**src/rtl/move_sequencer_pkg.sv**
```systemverilog
// Shared types and constants for the axis move sequencer and its step movers.
package move_sequencer_pkg;

  // Position / step-count width, common to the sequencer and both movers.
  localparam int STEP_W = 12;

  // Coil pattern held on the motor pins before any move has completed.
  localparam logic [3:0] COIL_DEFAULT = 4'b1100;

  typedef enum logic [1:0] {
    ST_IDLE    = 2'd0,
    ST_LAUNCH  = 2'd1,
    ST_WAIT    = 2'd2,
    ST_RELEASE = 2'd3
  } state_e;

endpackage

```
**src/rtl/move_delta.sv**
```systemverilog
// Combinational move planner: direction, step count, no-op and range check
// for an absolute target relative to the current position.
module move_delta
  import move_sequencer_pkg::*;
#(
  parameter logic [STEP_W-1:0] MAX_POS = 12'd3000
) (
  input  logic [STEP_W-1:0] target,
  input  logic [STEP_W-1:0] position,
  output logic              dir_fwd,
  output logic [STEP_W-1:0] steps,
  output logic              zero,
  output logic              out_of_range
);

  // Compare and subtract in whichever order keeps the step count non-negative.
  always_comb begin
    dir_fwd      = (target > position);
    steps        = dir_fwd ? (target - position) : (position - target);
    zero         = (target == position);
    out_of_range = (target > MAX_POS);
  end

endmodule

```
**src/rtl/move_sequencer.sv**
```systemverilog
// Command-side initiator for one motor axis: plans each move, launches the
// forward or reverse step mover, tracks absolute position and keeps the coil
// phase continuous between moves by feeding back the last held pattern.
module move_sequencer
  import move_sequencer_pkg::*;
#(
  parameter logic [STEP_W-1:0] MAX_POS    = 12'd3000,
  parameter logic [STEP_W-1:0] HOME_STEPS = 12'd4095
) (
  input  logic              clk,
  input  logic              rst_n,
  input  logic              cmd_valid,
  output logic              cmd_ready,
  input  logic              cmd_home,
  input  logic [STEP_W-1:0] cmd_target,
  output logic              fwd_go,
  output logic              rev_go,
  output logic [STEP_W-1:0] mv_steps,
  input  logic              fwd_done,
  input  logic              rev_done,
  input  logic [3:0]        fwd_state,
  input  logic [3:0]        rev_state,
  output logic [3:0]        held_state,
  output logic [3:0]        coil_out,
  input  logic              lim_lo,
  input  logic              lim_hi,
  output logic [STEP_W-1:0] position,
  output logic              busy,
  output logic              cmd_done,
  output logic              err
);

  state_e              state_q, state_d;
  logic                fwd_go_q, fwd_go_d;
  logic                rev_go_q, rev_go_d;
  logic [STEP_W-1:0]   mv_steps_q, mv_steps_d;
  logic [3:0]          held_state_q, held_state_d;
  logic [STEP_W-1:0]   position_q, position_d;
  logic                cmd_done_q, cmd_done_d;
  logic                err_q, err_d;
  logic                home_q, home_d;
  logic [STEP_W-1:0]   target_q, target_d;
  logic                active_fwd_q, active_fwd_d;

  logic                dlt_fwd;
  logic [STEP_W-1:0]   dlt_steps;
  logic                dlt_zero;
  logic                dlt_oor;
  logic                active_done;

  move_delta #(.MAX_POS(MAX_POS)) u_delta (
    .target       (target_q),
    .position     (position_q),
    .dir_fwd      (dlt_fwd),
    .steps        (dlt_steps),
    .zero         (dlt_zero),
    .out_of_range (dlt_oor)
  );

  // Only the mover that was launched can end the move; the other done is ignored.
  assign active_done = active_fwd_q ? fwd_done : rev_done;

  // Next-state, launch and completion bookkeeping.
  always_comb begin
    // NOTE: every _d takes its held value first so no path through the case
    // leaves a signal unassigned, which would otherwise infer a latch.
    state_d      = state_q;
    fwd_go_d     = fwd_go_q;
    rev_go_d     = rev_go_q;
    mv_steps_d   = mv_steps_q;
    held_state_d = held_state_q;
    position_d   = position_q;
    cmd_done_d   = 1'b0;
    err_d        = err_q;
    home_d       = home_q;
    target_d     = target_q;
    active_fwd_d = active_fwd_q;

    case (state_q)
      ST_IDLE: begin
        if (cmd_valid) begin
          err_d    = 1'b0;
          home_d   = cmd_home;
          target_d = cmd_target;
          state_d  = ST_LAUNCH;
        end
      end

      ST_LAUNCH: begin
        if (home_q) begin
          rev_go_d     = 1'b1;
          active_fwd_d = 1'b0;
          mv_steps_d   = HOME_STEPS;
          state_d      = ST_WAIT;
        end else if (dlt_oor) begin
          err_d      = 1'b1;
          cmd_done_d = 1'b1;
          state_d    = ST_IDLE;
        end else if (dlt_zero) begin
          cmd_done_d = 1'b1;
          state_d    = ST_IDLE;
        end else begin
          fwd_go_d     = dlt_fwd;
          rev_go_d     = !dlt_fwd;
          active_fwd_d = dlt_fwd;
          mv_steps_d   = dlt_steps;
          state_d      = ST_WAIT;
        end
      end

      ST_WAIT: begin
        if (active_done) begin
          fwd_go_d     = 1'b0;
          rev_go_d     = 1'b0;
          held_state_d = active_fwd_q ? fwd_state : rev_state;
          state_d      = ST_RELEASE;
          if (active_fwd_q) begin
            if (lim_hi) begin
              position_d = MAX_POS;
              err_d      = 1'b1;
            end else begin
              position_d = target_q;
            end
          end else if (lim_lo) begin
            position_d = '0;
            err_d      = !home_q;
          end else if (home_q) begin
            err_d = 1'b1;
          end else begin
            position_d = target_q;
          end
        end
      end

      ST_RELEASE: begin
        // Hold here until the mover has dropped done, so it is reset before reuse.
        if (!active_done) begin
          cmd_done_d = 1'b1;
          state_d    = ST_IDLE;
        end
      end

      default: state_d = ST_IDLE;
    endcase
  end

  // State and output registers with synchronous active-low reset.
  always_ff @(posedge clk) begin
    // NOTE: non-blocking assignments so every register samples the pre-edge
    // value of the others, independent of statement order.
    if (!rst_n) begin
      state_q      <= ST_IDLE;
      fwd_go_q     <= 1'b0;
      rev_go_q     <= 1'b0;
      mv_steps_q   <= '0;
      held_state_q <= COIL_DEFAULT;
      position_q   <= '0;
      cmd_done_q   <= 1'b0;
      err_q        <= 1'b0;
      home_q       <= 1'b0;
      target_q     <= '0;
      active_fwd_q <= 1'b0;
    end else begin
      state_q      <= state_d;
      fwd_go_q     <= fwd_go_d;
      rev_go_q     <= rev_go_d;
      mv_steps_q   <= mv_steps_d;
      held_state_q <= held_state_d;
      position_q   <= position_d;
      cmd_done_q   <= cmd_done_d;
      err_q        <= err_d;
      home_q       <= home_d;
      target_q     <= target_d;
      active_fwd_q <= active_fwd_d;
    end
  end

  assign cmd_ready  = (state_q == ST_IDLE);
  assign busy       = (state_q != ST_IDLE);
  assign fwd_go     = fwd_go_q;
  assign rev_go     = rev_go_q;
  assign mv_steps   = mv_steps_q;
  assign held_state = held_state_q;
  assign position   = position_q;
  assign cmd_done   = cmd_done_q;
  assign err        = err_q;
  // Drive the motor from whichever mover is running, else hold the last phase.
  assign coil_out   = fwd_go_q ? fwd_state : (rev_go_q ? rev_state : held_state_q);

endmodule
```
**config.mk**
```make
export PLATFORM = sky130hd
export DESIGN_NAME = move_sequencer
export DESIGN_NICKNAME = d
export VERILOG_FILES = /design/src/rtl/move_sequencer_pkg.sv /design/src/rtl/move_delta.sv /design/src/rtl/move_sequencer.sv
export SDC_FILE = /design/constraint.sdc
export NUM_CORES = 1
export LEC_CHECK = 0
export BUFFER_PORTS_ARGS = -buffer_cell sky130_fd_sc_hd__buf_2
export CAP_MARGIN = 20
export CORE_MARGIN = 2
export CORE_UTILIZATION = 35
export DETAILED_ROUTE_END_ITERATION = 8
export GPL_TIMING_DRIVEN = 0
export PLACE_DENSITY = 0.56
export SYNTH_ARGS = -nofsm -noshare
export SYNTH_HDL_FRONTEND = slang
export SYNTH_HIERARCHICAL = 1
export SYNTH_SLANG_ARGS = --single-unit
```
**constraint.sdc**
```tcl
create_clock -name clk -period 3.59 [get_ports clk]
set_input_delay 0.359 -clock clk [delete_from_list [all_inputs] [get_ports clk]]
set_output_delay 0.359 -clock clk [all_outputs]
set_load 0.02 [all_outputs]
```
==> results.tsv, run 1 <==
stage	metric	value	unit
status	status	finished, final reports clean	
clock_network	clk_pin_slew	0.10	ns
logic_synthesis	yosys.cell_types.count	53	
floorplanning	core	9284	sq um
final_layout	drive_gt1_frac	0.2079	
grt	grt_max_degree	17	
worst_hold_path	hold_depth	3	
sta	finalMaxSlewViolations	0	
placement	place_congestion	0.8485	
worst_hold_path	worst_hold_path.endpoint	home_q	
clock_network	clock-root-buffer	clkbuf_8	
critical_path	path_delay_family	compound AO/OA/AOI/OAI gates	
critical_path	critical_path.slowest_cell	dfxtp_1	
logic_synthesis	syn_area	3377	sq um
logic_synthesis	netlist_top_cells_area	dfxtp_1, ha_1, mux2i_1	
logic_synthesis	yosysTopAreaCell	dfxtp_1	
floorplanning	start_util	0.3637	
final_layout	area_growth	18.49	%
sta	fin_crit	2.855	ns
placement	hpwl	7.341	mm
final_layout	nets	540	
route	first_pass_iters	5	
final_layout	diodes	0	
floorplanning	rows	35	
sta	skew	0.01525	ns
sta	setup_tns	0	ns
grt	grt_pass1_wl	15.01	mm
sta	max_freq	350.3	MHz
logic_synthesis	synth_ff_type	dfxtp_1	
critical_path	r2r-end	mv_steps[7]	
critical_path	critPathArrivalTime	3.11	ns
power	irDropWorstVdd	0.2406	mV
sta	rsz0062_at_grt	no	
clock_network	cts_tree	done	
worst_hold_path	hp-start	cmd_home	
placement	port_buffers	65	
route	num_vias	3127	
sta	finalSetupViolCount	0	
clock_network	clkSinkCount	48	
route	ant_nets	0	
clock_network	cts_setup_buffers	0	
critical_path	cp-start-kind	flop	
job	maxCapViolCount	0	
floorplanning	io_pins	66	
route	vias_per_cell	5.126	
critical_path	rr_worst_depth	10	
critical_path	critPathBufInv	2	
clock_network	cts_buffers	5	
logic_synthesis	async_reset_ff_frac	0	
grt	grt_pass1_vias	3000	
sta	hold_violations	0	
clock_network	post_cts_resized	0	
clock_network	cts_hold_buf	0	
placement	dp.cells	602	
grt	antenna_found_initial	0	
sta	slew_headroom	0.6395	
power	leakagePower	1.737	nW
critical_path	critical_path_class	flop to flop	
route	avgRoutedWirePerCell	14.96	microns
route	drc	0	
sta	period_share	0.7953	
power	power_density	598.4	nW/um^2
logic_synthesis	ys_seq_elements	48	
critical_path	r2r_start	target_q[0]	
logic_synthesis	synth-edff-count	0	
logic_synthesis	yosysSeqAreaShare	0.2845	
route	first_iter_violations	158	
logic_synthesis	synth_nets	468	
clock_network	clock_latency	0.30	ns
final_layout	utilization	0.4310	
clock_network	h-tree-depth	2	
logic_synthesis	synth_area_per_cell	8.277	sq um
final_layout	layoutNonFillerInstCount	610	
critical_path	required	3.84	ns
critical_path	reg2reg_slack	0.73	ns
logic_synthesis	synth_cells	408	
route	routed_wl	9.125	mm
logic_synthesis	yosysWarnings	6	
critical_path	cp_cell_sequence	inv_1, ha_1, fa_1, o21ai_1, a21oi_1, o21ai_2, buf_6, mux2i_1, xor2_1, o221a_2	
sta	tightest_slew	0.5408	ns
worst_hold_path	hold_class	input pin to flop	
logic_synthesis	synth_top_area_share	0.2845	
critical_path	slowest_delay	0.45	ns
clock_network	clock_path_buffers	2	
critical_path	path_max_fanout	11	
grt	gr-total-overflow	0	
floorplanning	die_h	102.2	microns
floorplanning	die_area	10450	sq um
grt	grt.total_usage	0.1801	
floorplanning	die_w	102.2	microns
critical_path	endpoint_kind	flop	
power by group:
part	switching (mW)	leakage, nW	internal (mW)
sequential	0.0698	0.392	0.622
combinational	0.723	1.28	0.511
clock	0.189	0.0687	0.280
total	0.982	1.74	1.41
cells in the final DEF, fill, tap and decap left out, types with 9 or more instances in the layout:
cell and instances:
a21oi_1 42, buf_2 69, buf_6 9, clkbuf_1 11
dfxtp_1 48, ha_1 30, inv_1 35, mux2i_1 23
nand2_1 49, nand4_1 10, nor2_1 13, o21ai_0 26
Yosys cell counts (all sizes together), types with 2 or more instances:
cell type	number
a211oi	4
a21o	4
a21oi	42
a31oi	7
and2	4
and3	2
buf	17
clkbuf	11
dfxtp	48
fa	2
ha	30
inv	35
mux2i	23
nand2	49
nand2b	7
nand3	2
nand4	11
nor2	13
nor2b	6
nor4	2
o2111ai	7
o211ai	4
o21a	3
o21ai	32
o21bai	3
o221a	12
o41ai	2
xnor2	5
xor2	5
flip-flops by register name, summed over array words and instances (netlist names), named ones only:
name and count:
home_q 1, target_q 12, rev_go 1, held_state 4
state_q 1, err 1, position 12, mv_steps 12
cmd_done 1, active_fwd_q 1, fwd_go 1
kinds of logic after synthesis:
logic type,synth area share
buffers and inverters,0.09374
flip-flops,0.2845
adder cells (fa/ha/maj),0.1230
XOR/XNOR,0.02593
AO/OA/AOI/OAI,0.2549
multiplexers,0.07151
AND/OR/NAND/NOR,0.1464
through the flow:
step,area (sq um),hold slack (ns),setup slack [ns],total power [mW]
floorplan,3377,0.4614,1.280,1.618
global placement,3864,0.4641,0.8798,1.920
detailed placement,3864,0.4550,0.8213,1.934
CTS,4001,0.2733,0.7680,2.411
global route,4001,0.2733,0.6112,2.562
finish,4001,0.2803,0.7350,2.395
routing by layer:
layer	vias up	wire length [microns]	global-route usage
met5	-	0	0
met4	0	120	0.04513
met3	8	405	0.02599
met2	61	4202	0.2935
met1	1462	4396	0.2510
li1	1596	-	-
worst min-delay path, stage by stage:
cell     delay, ns
buf_2         0.10
nand2_1       0.05
a21oi_1       0.05
worst max-delay path by stage:
stage | startpoint | to | slack, ns | cells past startpoint
floorplan | position[0] | mv_steps[7] | 1.28 | 9
global placement | target_q[0] | mv_steps[7] | 0.88 | 10
detailed placement | target_q[0] | mv_steps[7] | 0.82 | 10
CTS | target_q[0] | mv_steps[8] | 0.77 | 10
global route | target_q[0] | mv_steps[7] | 0.61 | 10
finish | target_q[0] | mv_steps[7] | 0.73 | 10
final cells by class:
cell class / instances / area (sq um)
plain buffers: 28 / 185.2
multi-input cells: 297 / 2100
well taps: 129 / 161.4
clock buffers: 5 / 68.82
inverters: 35 / 131.4
flip-flops and latches: 48 / 960.9
clock inverters: 3 / 68.82
repair buffers: 65 / 325.3
fillers: 996 / 5283
Power figures use the tool's default switching activity.
==> run 2, diff against run 1 <==
==> constraint.sdc (replaced) <==
create_clock -name clk -period 2.7 [get_ports clk]
set_input_delay 0.27 -clock clk [delete_from_list [all_inputs] [get_ports clk]]
set_output_delay 0.27 -clock clk [all_outputs]
set_load 0.02 [all_outputs]
==> run 2 against run 1 <==
  * Die area stayed put
  * Clock power increased by 33%
  * Total power is 35% higher
  * Clock skew fell by 0.0018 ns
  * Wire length grew 0.25%
  * Sequential cell count did not move
  * Critical path depth unchanged
  * Critical endpoint unchanged
  * Largest power group unchanged
==> results.tsv, run 2 (synthesis results as in run 1) <==
stage	metric	value	unit
route	vias_per_cell	5.116	
route	avgRoutedWirePerCell	14.92	microns
final_layout	final_common_cell	buf_2	
critical_path	endpoint_kind	flop	
job	maxCapViolCount	0	
floorplanning	io_pins	66	
worst_hold_path	hp-start	cmd_target[0]	
critical_path	crit_top_cell	o21ai_2	
clock_network	clk_pin_slew	0.09	ns
critical_path	cp_cell_sequence	inv_1, ha_1, fa_1, o21ai_2, a21oi_1, o21ai_2, buf_6, mux2i_1, xor2_1, o221a_2	
route	routed_wl	9.148	mm
grt	antenna_found_initial	0	
final_layout	stdcell_area	4039	sq um
route	drc	0	
clock_network	clock-root-buffer	clkbuf_8	
sta	skew	0.01341	ns
clock_network	clkSinkCount	48	
route	num_vias	3136	
clock_network	clock_latency	0.30	ns
sta	slew_headroom	0.6640	
placement	dp.cells	602	
worst_hold_path	hold_class	input pin to flop	
placement	hpwl	7.341	mm
floorplanning	die_w	102.2	microns
critical_path	slowest_delay	0.45	ns
power	power_density	801.5	nW/um^2
clock_network	clock_path_buffers	2	
final_layout	diodes	0	
placement	place_congestion	0.8485	
clock_network	cts_hold_buf	0	
clock_network	cts_tree	done	
power	power.share.clock	0.192	
clock_network	cts_buffers	5	
power	combPwrFrac	0.523	
floorplanning	start_util	0.3637	
sta	max_freq	386.5	MHz
grt	grt_pass1_vias	3004	
grt	gr-total-overflow	0	
route	ant_nets	0	
sta	setup_tns	0	ns
final_layout	drive_gt1_frac	0.2231	
final_layout	nets	543	
grt	grt_max_degree	17	
route	first_iter_violations	178	
sta	hold-worst-slack	0.1873	ns
critical_path	cp-start-kind	flop	
sta	hold_violations	0	
sta	finalSetupViolCount	0	
grt	grt.total_usage	0.1804	
power	power_frac_seq	0.284	
placement	port_buffers	65	
final_layout	final_cell_mix	buf_2, nand2_1, dfxtp_1	
power	p_sw_frac	0.4073	
power	p_int	1.918	mW
route	first_pass_iters	4	
critical_path	critical_path_class	flop to flop	
sta	finalMaxSlewViolations	0	
critical_path	required	2.95	ns
critical_path	startpoint	target_q[0]	
critical_path	critical_path.slowest_cell	fa_1	
critical_path	critPathBufInv	2	
sta	fin_crit	2.588	ns
placement	post_dp_cell_area	3864	sq um
floorplanning	die_area	10450	sq um
final_layout	layoutNonFillerInstCount	613	
final_layout	area_growth	19.60	%
sta	period_share	0.9584	
floorplanning	rows	35	
final_layout	nFillCells	995	
critical_path	r2r_start	target_q[0]	
power	irDropWorstVdd	0.3113	mV
grt	grt_pass1_wl	15.01	mm
critical_path	critPathArrivalTime	2.84	ns
floorplanning	die_h	102.2	microns
status	status	finished, final reports clean	
floorplanning	core	9284	sq um
sta	tightest_slew	0.5041	ns
critical_path	path_delay_family	compound AO/OA/AOI/OAI gates	
power	leakagePower	1.762	nW
clock_network	h-tree-depth	2	
critical_path	path_max_fanout	10	
power	p_sw	1.319	mW
run 2: power groups by stage:
stage                     Combinational [mW]  Clock [mW]  Sequential [mW]
after CTS                               1.66       0.643            0.919
after global routing                    1.86       0.671            0.935
after global placement                  1.62           0            0.931
final                                   1.69       0.623            0.920
after detailed placement                1.64           0            0.935
after floorplan                         1.14           0             1.01
run 2: path summary, 6_finish.rpt:
kind | depth (start not counted) | slack (ns) | end
worst max-delay path | 10 | 0.11 | mv_steps[7]
worst min-delay path | 3 | 0.19 | target_q[0]
worst max register to register | 10 | 0.11 | mv_steps[7]
worst min register to register | 2 | 0.47 | err
run 2: area by class of cell:
cell class,instances,area [sq um],area share
Tap cell,129,161.4,0.03996
Multi-Input combinational cell,297,2111,0.5226
Inverter,35,131.4,0.03253
Timing Repair Buffer,68,347.8,0.08612
Clock inverter,3,68.82,0.01704
Buffer,28,186.4,0.04616
Sequential cell,48,963.4,0.2385
Clock buffer,5,68.82,0.01704
run 2: through the flow:
stage | setup WS, ns | total power, mW | util
floorplan | 0.3904 | 2.151 | -
global placement | -0.01022 | 2.553 | 0.4162
detailed placement | -0.06870 | 2.572 | 0.4162
CTS | 0.02280 | 3.220 | 0.4318
global route | -0.001379 | 3.461 | 0.4350
finish | 0.1124 | 3.237 | 0.4350
run 2: timing repair:
item,4_1_cts,5_1_grt
gates resized for setup,0,5
buffers inserted,1,2
endpoints found under the setup margin,6,13
pin swaps,1,1
run 2: worst min-delay path, delay by kind of cell:
kind                   cells  cell delay (ns)
AOI/OAI and AO/OA          1             0.05
buffers and inverters      1             0.09
and+or+nand+nor            1             0.04
run 2: per-layer routing:
metal	GRT usage	vias to the layer above	share of wire
met5	0	-	0
li1	-	1602	-
met2	0.2955	73	0.46
met1	0.2502	1453	0.49
met3	0.02599	8	0.036
met4	0.04513	0	0.013
==> run 3, diff against run 2 <==
==> constraint.sdc (replaced) <==
create_clock -name clk -period 2.5 [get_ports clk]
set_input_delay 0.25 -clock clk [delete_from_list [all_inputs] [get_ports clk]]
set_output_delay 0.25 -clock clk [all_outputs]
set_load 0.02 [all_outputs]
==> run 3 against run 2 <==
  * Count of clock-buffer cells in the layout unchanged
  * Critical path depth unchanged
  * Hold slack worse by 0.027 ns
  * Worst setup slack got worse by 0.10 ns
  * Design area increased by 2.2%
  * Global-route usage unchanged
  * Core utilization grew 0.97 points
  * Die area unchanged
  * Sequential cell count stayed put
  * First-iteration DRC count rose by 5.1%
  * Clock skew increased by 0.00066 ns
  * Largest power group unchanged
==> results.tsv, run 3 (synthesis results as in run 1) <==
stage	metric	value	unit
status	status	finished, final reports clean	
route	avgRoutedWirePerCell	15.11	microns
power	leakagePower	1.787	nW
sta	slew_headroom	0.6676	
floorplanning	start_util	0.3637	
power	power_density	884.0	nW/um^2
clock_network	cts_buffers	5	
power	irDropWorstVdd	0.3737	mV
final_layout	utilization	0.4447	
critical_path	crit_top_cell	o21ai_2	
placement	place_congestion	0.8485	
clock_network	clock_path_buffers	2	
grt	antenna_found_initial	0	
grt	grt_pass1_vias	3004	
grt	grt_max_degree	17	
critical_path	r2r_start	target_q[0]	
floorplanning	die_area	10450	sq um
sta	fin_crit	2.490	ns
route	first_pass_iters	4	
clock_network	cts_hold_buf	0	
clock_network	clk_pin_slew	0.10	ns
route	vias_per_cell	5.099	
final_layout	nets	547	
route	num_vias	3146	
route	first_iter_violations	187	
route	dr_wl_met2	4.335	mm
final_layout	multi_input_comb_area	2161	sq um
critical_path	critical_path_class	flop to flop	
critical_path	required	2.75	ns
grt	grt_pass1_wl	15.03	mm
critical_path	slowest_delay	0.40	ns
critical_path	path_max_fanout	5	
route	drc	0	
placement	hpwl	7.341	mm
final_layout	area_growth	22.27	%
floorplanning	rows	35	
critical_path	cp_cell_sequence	inv_1, ha_2, fa_2, o21ai_2, a21oi_2, o21ai_2, buf_6, mux2i_2, xor2_1, o221a_2	
clock_network	clkSinkCount	48	
critical_path	cp-start-kind	flop	
grt	grt.total_usage	0.1804	
sta	hold_violations	0	
final_layout	final_common_cell	buf_2	
clock_network	h-tree-depth	2	
route	ant_nets	0	
grt	gr-total-overflow	0	
route	wl_met3	390	microns
sta	finalMaxSlewViolations	0	
sta	setup_tns	0	ns
floorplanning	die_h	102.2	microns
worst_hold_path	hold_class	input pin to flop	
floorplanning	core	9284	sq um
route	wl_met1	4.504	mm
route	routed_wl	9.324	mm
floorplanning	die_w	102.2	microns
sta	period_share	0.9960	
worst_hold_path	hp-start	cmd_target[0]	
clock_network	clock_latency	0.30	ns
final_layout	nFillCells	995	
final_layout	final-seq-area	973.4	sq um
placement	port_buffers	65	
sta	tightest_slew	0.4986	ns
critical_path	endpoint_kind	flop	
final_layout	final_cell_mix	buf_2, nand2_1, a21oi_1	
route	highest_layer	met4	
final_layout	diodes	0	
final_layout	drive_gt1_frac	0.2643	
sta	skew	0.01407	ns
sta	finalSetupViolCount	0	
floorplanning	io_pins	66	
sta	max_freq	401.6	MHz
critical_path	startpoint	target_q[0]	
critical_path	critical_path.slowest_cell	fa_2	
clock_network	clock-root-buffer	clkbuf_8	
clock_network	cts_tree	done	
critical_path	critPathArrivalTime	2.74	ns
job	maxCapViolCount	0	
[run 3: changes by cell type in the layout (fill, tap and decap cells not counted), moves of 2 or more]
cell     delta
buf_4       +4
ha_1        -2
ha_2        +2
dfxtp_2     +5
mux2i_2     +2
dfxtp_1     -6
mux2i_1     -3
[run 3: final cells by class]
cell class	instances	area share
plain buffers	28	0.04515
clock buffers	5	0.01667
clock inverters	3	0.01667
inverters	35	0.03182
multi-input cells	297	0.5233
flip-flops and latches	48	0.2358
well taps	129	0.03909
repair buffers	72	0.09152
[run 3: path summary, 6_finish.rpt]
check | endpoint | slack [ns] | depth (start not counted)
worst max-delay path | mv_steps[7] | 0.01 | 10
worst min register to register | err | 0.47 | 2
worst min-delay path | target_q[0] | 0.16 | 3
worst max register to register | mv_steps[7] | 0.01 | 10
[run 3: worst max-delay path, delay by kind of cell (launching register included)]
family,cells,cell delay [ns]
XOR/XNOR,1,0.26
adder cells (fa/ha/maj),2,0.59
AO/OA/AOI/OAI,4,0.72
buffers and inverters,2,0.25
multiplexers,1,0.22
flip-flops,1,0.39
[run 3: report_power, final]
| part | total [mW] | switching [mW] | internal [mW] |
|---|---|---|---|
| sequential | 0.994 | 0.100 | 0.894 |
| combinational | 1.98 | 1.11 | 0.867 |
| clock | 0.677 | 0.274 | 0.403 |
| total | 3.65 | 1.49 | 2.16 |
[run 3: per-stage QoR]
stage | hold slack [ns] | power (mW) | std cells | setup slack [ns] | cell area [sq um]
final | 0.1603 | 3.650 | 617 | 0.01007 | 4129
after global routing | 0.1642 | 3.886 | 617 | -0.05526 | 4129
after CTS | 0.1570 | 3.529 | 614 | 0.03190 | 4041
after detailed placement | 0.4550 | 2.778 | 602 | -0.2687 | 3864
after global placement | 0.4641 | 2.757 | 602 | -0.2102 | 3864
after floorplan | 0.3860 | 2.323 | 408 | 0.1904 | 3377
[run 3: layer usage]
layer,global-route usage,vias up
li1,-,1610
met1,0.2531,1457
met2,0.2955,73
met3,0.02462,6
met4,0.04000,0
met5,0,-
[run 3: timing repair]
action | CTS | global route
pin swaps | 2 | 5
gates resized for setup | 5 | 21
hold endpoints to repair | 0 | 0
setup buffers | 4 | 2
cloned | 0 | 1
endpoints found under the setup margin | 14 | 16
